### config.mk
export PLATFORM = sky130hd
export DESIGN_NAME = perst_sequencer
export DESIGN_NICKNAME = d
export VERILOG_FILES = /design/src/rtl/perst_sequencer.sv
export SDC_FILE = /design/constraint.sdc
export NUM_CORES = 1
export LEC_CHECK = 0
export ABC_AREA = 1
export BUFFER_PORTS_ARGS = -buffer_cell sky130_fd_sc_hd__buf_4
export CORE_ASPECT_RATIO = 0.6
export CORE_MARGIN = 8
export CORE_UTILIZATION = 35
export DETAILED_ROUTE_END_ITERATION = 8
export GPL_TIMING_DRIVEN = 0
export PLACE_DENSITY = 0.58
export SLEW_MARGIN = 15
export SYNTH_ARGS = -nofsm -noshare
export SYNTH_HDL_FRONTEND = slang
export SYNTH_SLANG_ARGS = --single-unit
### constraint.sdc
create_clock -name clock -period 2.2 [get_ports clock]
set_input_delay 0.22 -clock clock [delete_from_list [all_inputs] [get_ports clock]]
set_output_delay 0.22 -clock clock [all_outputs]
set_load 0.01 [all_outputs]
### src/rtl/perst_sequencer.sv
// perst_sequencer: staged PCIe PERST# release with optional link-up watchdog.
//
// Holds every channel in reset for HOLD_CYCLES after an accepted start, then
// releases channel i a further i*STAGGER_CYCLES later. Once the last channel
// is released it waits for all link_up bits. It then reports done, or, with
// the watchdog, timeout after TIMEOUT_CYCLES.
//
// Build option: define PERST_SEQ_WATCHDOG_EN to include the watchdog and the
// FAIL state. Without it, WAIT_LINK waits indefinitely and timeout/ch_timeout
// read 0.
//
// Ports:
//   clock       in   single clock
//   reset_n     in   synchronous active-low reset
//   start       in   sequence request (accepted in IDLE, DONE, FAIL)
//   link_up     in   [NUM_CH] per-channel link status
//   perst_n     out  [NUM_CH] per-channel PERST#, registered, active-low
//   busy        out  sequence in progress
//   done        out  all links up
//   timeout     out  watchdog expired
//   ch_timeout  out  [NUM_CH] channels whose link was down at expiry
module perst_sequencer #(
  parameter int unsigned NUM_CH         = 2,
  parameter int unsigned HOLD_CYCLES    = 500,
  parameter int unsigned STAGGER_CYCLES = 16,
  parameter int unsigned TIMEOUT_CYCLES = 100000
) (
  input  logic              clock,
  input  logic              reset_n,
  input  logic              start,
  input  logic [NUM_CH-1:0] link_up,
  output logic [NUM_CH-1:0] perst_n,
  output logic              busy,
  output logic              done,
  output logic              timeout,
  output logic [NUM_CH-1:0] ch_timeout
);

  localparam logic [2:0] StIdle    = 3'd0;
  localparam logic [2:0] StHold    = 3'd1;
  localparam logic [2:0] StRelease = 3'd2;
  localparam logic [2:0] StWait    = 3'd3;
  localparam logic [2:0] StDone    = 3'd4;
  localparam logic [2:0] StFail    = 3'd5;

  // Edge offset (from the accepting edge) at which the last channel releases.
  localparam int unsigned LastK = HOLD_CYCLES + (NUM_CH - 1) * STAGGER_CYCLES;
`ifdef PERST_SEQ_WATCHDOG_EN
  localparam int unsigned MaxCnt = (LastK > TIMEOUT_CYCLES) ? LastK : TIMEOUT_CYCLES;
`else
  localparam int unsigned MaxCnt = LastK;
`endif
  localparam int unsigned CntW = $clog2(MaxCnt + 1);

  localparam logic [CntW-1:0] LastKC = CntW'(LastK);
  localparam logic [CntW-1:0] HoldC  = CntW'(HOLD_CYCLES);

  logic [2:0]        state_q, state_d;
  logic [CntW-1:0]   cnt_q, cnt_d, cnt_inc;
  logic [NUM_CH-1:0] perst_q, perst_d;
  logic              busy_q, busy_d;
  logic              done_q, done_d;
  logic              start_ok;

`ifdef PERST_SEQ_WATCHDOG_EN
  localparam logic [CntW-1:0] TimeoutC = CntW'(TIMEOUT_CYCLES);
  logic              timeout_q, timeout_d;
  logic [NUM_CH-1:0] ch_to_q, ch_to_d;
`endif

  // cnt_inc is the edge offset of the edge being evaluated: in HOLD/RELEASE it
  // counts from the accepting edge, in WAIT_LINK from entry into WAIT_LINK.
  assign cnt_inc  = cnt_q + CntW'(1);
  assign start_ok = start && (state_q == StIdle || state_q == StDone || state_q == StFail);

  always_comb begin
    state_d = state_q;
    cnt_d   = cnt_q;
    perst_d = perst_q;
    busy_d  = busy_q;
    done_d  = done_q;
`ifdef PERST_SEQ_WATCHDOG_EN
    timeout_d = timeout_q;
    ch_to_d   = ch_to_q;
`endif
    if (start_ok) begin
      state_d = StHold;
      cnt_d   = '0;
      perst_d = '0;
      busy_d  = 1'b1;
      done_d  = 1'b0;
`ifdef PERST_SEQ_WATCHDOG_EN
      timeout_d = 1'b0;
      ch_to_d   = '0;
`endif
    end else begin
      case (state_q)
        StHold, StRelease: begin
          cnt_d = cnt_inc;
          for (int i = 0; i < NUM_CH; i++) begin
            if (32'(cnt_inc) >= HOLD_CYCLES + 32'(i) * STAGGER_CYCLES) perst_d[i] = 1'b1;
          end
          // With one channel or no stagger the last release is also the first.
          if (cnt_inc == LastKC) begin
            state_d = StWait;
            cnt_d   = '0;
          end else if (cnt_inc == HoldC) begin
            state_d = StRelease;
          end
        end
        StWait: begin
          if (&link_up) begin
            state_d = StDone;
            done_d  = 1'b1;
            busy_d  = 1'b0;
          end
`ifdef PERST_SEQ_WATCHDOG_EN
          else begin
            cnt_d = cnt_inc;
            if (cnt_inc == TimeoutC) begin
              state_d   = StFail;
              timeout_d = 1'b1;
              busy_d    = 1'b0;
              ch_to_d   = ~link_up;
            end
          end
`endif
        end
        default: ;
      endcase
    end
  end

  always_ff @(posedge clock) begin
    if (!reset_n) begin
      state_q <= StIdle;
      cnt_q   <= '0;
      perst_q <= '0;
      busy_q  <= 1'b0;
      done_q  <= 1'b0;
    end else begin
      state_q <= state_d;
      cnt_q   <= cnt_d;
      perst_q <= perst_d;
      busy_q  <= busy_d;
      done_q  <= done_d;
    end
  end

`ifdef PERST_SEQ_WATCHDOG_EN
  always_ff @(posedge clock) begin
    if (!reset_n) begin
      timeout_q <= 1'b0;
      ch_to_q   <= '0;
    end else begin
      timeout_q <= timeout_d;
      ch_to_q   <= ch_to_d;
    end
  end

  assign timeout    = timeout_q;
  assign ch_timeout = ch_to_q;
`else
  assign timeout    = 1'b0;
  assign ch_timeout = '0;
`endif

  assign perst_n = perst_q;
  assign busy    = busy_q;
  assign done    = done_q;

endmodule

==> results of run 1 <==
-- through the flow --
stage | total power [mW] | cells
3_5_place_dp | 0.936 | 213
3_3_place_gp | 0.922 | 213
4_1_cts | 1.18 | 217
5_1_grt | 1.28 | 217
2_1_floorplan | 0.815 | 163
6_report | 1.17 | 217
-- tightest hold or removal path: stages --
cell,delay (ns)
buf_4,0.09
nand2_1,0.06
nor2_2,0.06
-- state kept, by name, indices dropped and copies added (netlist names) --
| register | flops |
|---|---|
| busy | 1 |
| cnt_q | 10 |
| done | 1 |
| state_q | 3 |
| perst_n | 2 |
-- worst max-delay path by stage --
| stage | end | slack (ns) | cells past startpoint |
|---|---|---|---|
| after floorplan | state_q[0] | 0.68 | 12 |
| after global placement | state_q[0] | 0.50 | 11 |
| after detailed placement | state_q[0] | 0.46 | 11 |
| after CTS | state_q[0] | 0.44 | 11 |
| after global routing | state_q[0] | 0.27 | 11 |
| final | state_q[0] | 0.41 | 11 |
-- power by group --
| part | internal (mW) | total (mW) | switching [mW] |
|---|---|---|---|
| Combinational | 0.161 | 0.494 | 0.332 |
| Clock | 0.129 | 0.238 | 0.110 |
| Sequential | 0.373 | 0.440 | 0.0668 |
| Total | 0.663 | 1.17 | 0.509 |
-- kinds of logic (layout without fill, tap and decap cells) --
logic type | after synthesis | in the layout | synth area share, %
compound gates | 27 | 27 | 12.9
fa+ha+maj | 2 | 2 | 2.33
buf+inv | 28 | 40 | 10.8
flops | 17 | 17 | 31.7
other cells | 1 | 3 | 0.349
simple gates | 86 | 86 | 41.9
-- synth_stat cells, types with 2 or more instances --
cell type  count
nor2_1        11
o21ai_1        3
ha_1           2
inv_2          3
dfxtp_1       17
inv_1         19
nor2_2         5
a21oi_1       15
buf_4          3
nand2_1       36
nand2_2        9
o21ai_0        7
clkbuf_1       3
nand3_2        2
nor2_4         4
nand3_1       14
-- per-layer routing --
| layer | vias up | track usage (%) | routed length, um |
|---|---|---|---|
| li1 | 536 | - | - |
| met1 | 451 | 15.6 | 1370 |
| met2 | 24 | 15.5 | 1040 |
| met3 | 2 | 4.16 | 145 |
| met4 | 0 | 2.43 | 13 |
| met5 | - | 0 | 0 |
-- area by class of cell --
cell class / count / area [sq um] / share of cell area [%]
Timing Repair Buffer: 8 / 60.1 / 4.84
Sequential cell: 17 / 340 / 27.4
Buffer: 6 / 33.8 / 2.72
Multi-Input combinational cell: 118 / 626 / 50.5
Clock buffer: 4 / 45.0 / 3.63
Tap cell: 42 / 52.6 / 4.24
Inverter: 22 / 82.6 / 6.66
==> summary.md, run 1 <==
| Metric | Value |
|---|---|
| CP Cell Sequence | ha_1, or2_1, nand2_1, nor2_1, nand3_1, nor2_4, nand3_4, nand3_2, nand3_1, nand2_1, nor2_2 |
| Commonest non-fill, non-tap cells in the layout | nand2_1 (36), inv_1 (19), dfxtp_1 (17), a21oi_1 (15), nand3_1 (14) |
| Die Wd | 87.5 um |
| CP max-delay cell | dfxtp_1 |
| Peak supply drop | around 0.48 mV |
| Crit Reg-Reg Startpoint | cnt_q[0] |
| Largest net degree at the start of global routing | 11 |
| Startpoint types | flop |
| Most common cell after layout, fill and taps aside | nand2_1 |
| Clock-pin slew on the worst setup and hold paths | 0.07 ns |
| RSZ-0062 raised after global routing | no |
| Critical Path Sink Type | flop |
| Hold_ws | ~0.22 ns |
| DRT Pass-1 Iters | 4 |
| Slew @ Worst Pin | ~0.53 ns |
| GRT Resource Usage Total | between 10 and 15% |
| First-pass GRT wire length | approximately 4400 um |
| WL final | 2580 um |
| Post-CTS Setup Inserts | 0 |
| Setup_tns | 0 ns |
| Number of synthesized flops with an enable pin | 0 |
| Clock Sinks | 17 |
| CP bufs+invs | 0 |
| Share of layout cells above drive strength 1 | a little under a quarter |
| Pwr/cell area | 945 mW/mm^2 |
| Max cap viols | 0 |
| # DRC | 0 |
| Die Ht | around 59 um |
| TritonCTS Buffers | 3 |
| Hold Crit Depth | 3 |
| Critical Path Fanout Max | 5 |
| Vias/cell | roughly 4.7 |
| Relative slew slack | 64.4% |
| Cells on worst reg2reg path | 11 |
| Avg Cell Area, Syn | roughly 6.7 sq um |
| H-Tree Depth | 1 |
| Gr ovfl total | 0 |
| DP Area | 0.00119 sq mm |
| Slowest stage delay, CP | ~0.4 ns |
| Post-Syn Area | around 0.0011 sq mm |
| Fin crit period | 1.79 ns |
| Post-CTS sizing | 0 |
| Clock Latency Late Sink | between 0.2 and 0.3 ns |
| Crit Reg-Reg Endpoint | state_q[0] |
| GPL Wtd Cong | 0.857 |
| CP Launch Point | cnt_q[0] |
| Worst Hold End | state_q[0] |
| Vias in the first global route | 960 |
| Sequential fraction of the synthesis area | a little under a third |
| Pre-CTS setup slack | approximately 0.46 ns |
| Post-synth top area share | between 30% and 40% |
| Nets | approximately 180 |
| Synth area leaders | dfxtp_1 (32%), nand2_1 (13%), a21oi_1 (7.0%) |
| Cell family with most CP delay | simple AND/OR/NAND/NOR gates |
| Most used DFF post-synth | dfxtp_1 |
| Setup violations, final | 0 |
| Fillers | about 310 |
| Async S/R FF share, synth | 0% |
| Required @ worst endpoint | about 2.3 ns |
| Initial cell density of the core | a little under two fifths |
| Initial DRC count | between 90 and 100 |
| Leakage power total | about 0.52 nW |
| # hold bufs at CTS | 0 |
| Min-Delay Path Class | in2reg |
| Initial antenna violation count | 0 |
| Max-slew violations | 0 |
| Routed len/inst | approximately 12 um |
| Maximum root-to-sink buffer count | 2 |
| Setup Skew | around 0.0055 ns |
| Worst setup path category | reg2reg |
| Status | completed |
| Peak Freq | 0.559 GHz |
| CTS tree | yes |
| Worst hold start | reset_n |
| I/O pin count | 12 |
| Remaining antenna violation count | 0 |
| Synth area leader | dfxtp_1 |
| N_diodes | 0 |
| Rows | 15 |
| Ys Warns | 0 |
| Design area | 0.00124 sq mm |
| R2R setup slack | approximately 0.4 ns |
| Total number of vias | 1013 |
| Core area | 0.00289 sq mm |
| Period utilization | 81.3% |
| DP HPWL | roughly 2100 um |
| Input/output buffers | 8 |
| Root Driver | clkbuf_8 |
| Synth-to-Final Area Change | 15.4% |
| Mapped Cells | about 160 |
| Synth cell types | 24 |
| Final Hold Viols | 0 |
| Worst EP arrival | around 1.9 ns |
| Post-layout util | between 40% and 50% |
| #FFs+latches synth | 17 |
| Final worst slack | about 0.41 ns |
| Die area | a little over 0.005 sq mm |
(Power assumes the default switching activity.)
==> run 2: changes to the inputs <==
--- a/config.mk
+++ b/config.mk
@@ -5,7 +5,7 @@
 export SDC_FILE = /design/constraint.sdc
 export NUM_CORES = 1
 export LEC_CHECK = 0
-export ABC_AREA = 1
+export ABC_AREA = 0
 export BUFFER_PORTS_ARGS = -buffer_cell sky130_fd_sc_hd__buf_4
 export CORE_ASPECT_RATIO = 0.6
 export CORE_MARGIN = 8
==> constraint.sdc (replaced) <==
create_clock -name clock -period 1.7 [get_ports clock]
set_input_delay 0.17 -clock clock [delete_from_list [all_inputs] [get_ports clock]]
set_output_delay 0.17 -clock clock [all_outputs]
set_load 0.01 [all_outputs]
==> summary.md, run 2 <==
| Metric | Value |
|---|---|
| Startpoint types | flop |
| Peak Freq | 0.514 GHz (-8.1%) |
| Vias/cell | 5.33 (+14%) |
| Initial cell density of the core | 37.2% (+0.061 points) |
| Maximum root-to-sink buffer count | 2 (unchanged) |
| Fin crit period | 1.95 ns (+0.157 ns) |
| Die area | 0.00519 sq mm (+0.63%) |
| Largest net degree at the start of global routing | 11 (unchanged) |
| Max cap viols | 0 (unchanged) |
| Internal power | 603 uW (-9.1%) |
| Required @ worst endpoint | 1.89 ns (-0.45 ns) |
| Clock-pin slew on the worst setup and hold paths | 0.07 ns (about the same) |
| Synth cell count leaders | nor2_1 (18), dfxtp_1 (17), nand2_1 (12) |
| Avg Cell Area, Syn | 7.97 sq um (+19%) |
| DRT Pass-1 Iters | 4 (unchanged) |
| Post-Syn Area | 0.00108 sq mm (+0.81%) |
| Total number of vias | 1124 (+11%) |
| Remaining antenna violation count | 0 (unchanged) |
| DP HPWL | 2070 um (-0.77%) |
| Vias in the first global route | 1161 (+21%) |
| Psw | 198 uW (-61%) |
| Most common cell after layout, fill and taps aside | buf_4 |
| Failing checks | setup timing |
| Period utilization | 114% (+33 points) |
| Initial DRC count | 80 (-13%) |
| Post-layout util | 58.4% (+16 points) |
| Input/output buffers | 8 (unchanged) |
| N_diodes | 0 (unchanged) |
| Pre-CTS setup slack | -0.378 ns (-0.835 ns) |
| Final Hold Viols | 0 (unchanged) |
| Top reg by flops | cnt_q |
| Routed len/inst | 15.7 um (+32%) |
| CP Launch Point | cnt_q[0] |
| GRT Resource Usage Total | 14.1% (+2.9 points) |
| Logic pwr share | 10.0% (-32 points) |
| Worst setup path category | reg2reg |
| Status | finished with violations |
| Async S/R FF share, synth | 0% (unchanged) |
| Nets | 177 (-3.3%) |
| First-pass GRT wire length | 5650 um (+28%) |
| GR peak layer | met2 |
| Number of synthesized flops with an enable pin | 0 (unchanged) |
| Synth area leader | dfxtp_1 |
| Sw Share | 24.7% (-19 points) |
| Setup Skew | 0.00633 ns (+0.000826 ns) |
| Synth area leaders | dfxtp_1 (31%), nor2_1 (6.2%), nand2_1 (4.2%) |
| # DRC | 0 (unchanged) |
| Critical Path Fanout Max | 7 (+2) |
| Slew @ Worst Pin | 0.509 ns (-0.0252 ns) |
| Hold Crit Depth | 2 (-1) |
| Die Ht | 59.1 um (+0.30%) |
| Clock Sinks | 17 (unchanged) |
| Max-slew violations | 0 (unchanged) |
| Total power | 801 uW (-32%) |
| Cell Count, Final, Fillers Out | 211 (-2.8%) |
| I/O pin count | 12 (unchanged) |
| Placed instance count | 188 (-12%) |
| Crit Reg-Reg Startpoint | cnt_q[0] |
| Clock Latency Late Sink | 0.26 ns (about the same) |
| Post-synth top area share | 31.4% (-0.26 points) |
| Worst EP arrival | 2.13 ns (+0.20 ns) |
| Relative slew slack | 66.1% (+1.7 points) |
| Sequential fraction of the synthesis area | 31.4% (-0.26 points) |
| # hold bufs at CTS | 0 (unchanged) |
| Synth-to-Final Area Change | 56.8% |
| Most frequent cell after synthesis | nor2_1 |
| M3 GR Usage | 4.43% (+0.27 points) |
| Core area | 0.00291 sq mm (+0.65%) |
| Die Wd | 87.8 um (+0.33%) |
| Met1 global-route usage | 17.8% (+2.2 points) |
| R2R setup slack | -0.25 ns (-0.66 ns) |
| Root Driver | clkbuf_8 |
| Most used DFF post-synth | dfxtp_1 |
| Min-Delay Path Class | in2reg |
| CTS tree | yes |
| Reg power frac | 51.0% (+14 points) |
| Gr ovfl total | 0 (unchanged) |
| WL final | 3320 um (+29%) |
| Ys Warns | 0 (unchanged) |
| Synth cell types | 46 (+92%) |
| Rows | 15 (unchanged) |
| Critical Path Sink Type | flop |
| Setup violations, final | 7 (+7) |
| Share of layout cells above drive strength 1 | 46.7% (+24 points) |
| Commonest non-fill, non-tap cells in the layout | buf_4 (24), nor2_1 (17), buf_6 (10), nand2_1 (9), dfxtp_1 (8) |
| Clock share of power | 39.1% (+19 points) |
| Final worst slack | -0.246 ns (-0.657 ns) |
| Max reg flops | 10 (unchanged) |
| Initial antenna violation count | 0 (unchanged) |
| GPL Wtd Cong | 0.824 (-3.9%) |
| Met2 GRT Util | 21.6% (+6.2 points) |
| RSZ-0062 raised after global routing | yes |
| Mapped Cells | 136 (-16%) |
| Worst hold start | reset_n |
| Cells on worst reg2reg path | 7 (-4) |
| TritonCTS Buffers | 3 (unchanged) |
| #FFs+latches synth | 17 (unchanged) |
| Leakage power total | 0.606 nW (+17%) |
| Peak supply drop | 0.294 mV (-38%) |
| H-Tree Depth | 1 (unchanged) |
| Pwr/cell area | 471 mW/mm^2 (-50%) |
-- run 2: cell types whose count changed after synthesis, moves of 6 or more --
cell,change
a21oi_1,-10
inv_1,-15
nand2_1,-24
nand2_2,-9
nand3_1,-9
nor2_1,+7
o21ai_0,-6
-- run 2: final timing paths --
kind,endpoint
max,state_q[1]
min,busy
max reg2reg,state_q[1]
min reg2reg,perst_n[1]
-- run 2: through the flow --
step / hold slack, ns / TNS (ns) / area, sq um
final: 0.193 / -1.29 / 1700
after floorplan: 0.324 / -0.417 / 1190
after detailed placement: 0.440 / -2.02 / 1300
after global placement: 0.435 / -1.77 / 1300
after CTS: 0.188 / -1.13 / 1600
after global routing: 0.205 / -1.92 / 1700
-- run 2: critical path: stages, from the launching register on --
cell	delay [ns]
dfxtp_4	0.41
ha_4	0.17
buf_4	0.15
nand2_4	0.10
xor2_4	0.21
a31oi_4	0.18
or4_1	0.49
a31oi_1	0.14
-- run 2: logic make-up after synthesis --
group / synth area share (%)
other: 0.346
and+or+nand+nor: 31.1
adders and majority gates: 2.31
xor gates and xnor gates: 8.08
buffers and inverters: 6.12
DFF: 31.4
AOI/OAI and AO/OA: 20.7
-- run 2: cell type report --
class | instances | area [sq um]
buffer | 7 | 53.8
clock buffer | 4 | 45.0
fill | 271 | 1210
inverter | 4 | 15.0
multi-input combinational | 108 | 926
sequential | 17 | 359
tap | 42 | 52.6
timing repair buffer | 29 | 248
-- run 2: timing repair --
action / in CTS / in global routing
buffers inserted: 18 / 3
gates resized for setup: 30 / 16
pin swaps: 12 / 8
endpoints found under the setup margin: 7 / 11
-- run 2: metal layers --
layer | routed length [um] | share of wire [%]
met3 | 211 | 6.4
met2 | 1450 | 44
met4 | 60 | 1.8
met5 | 0 | 0
met1 | 1600 | 48
-- run 2: power by group through the flow --
stage                     clock (mW)  sequential (mW)  combinational (mW)
after floorplan                    0            0.419              0.0407
after global placement             0            0.420              0.0625
after detailed placement           0            0.420              0.0630
after CTS                      0.321            0.408              0.0761
after global routing           0.332            0.409              0.0876
final                          0.313            0.408              0.0797
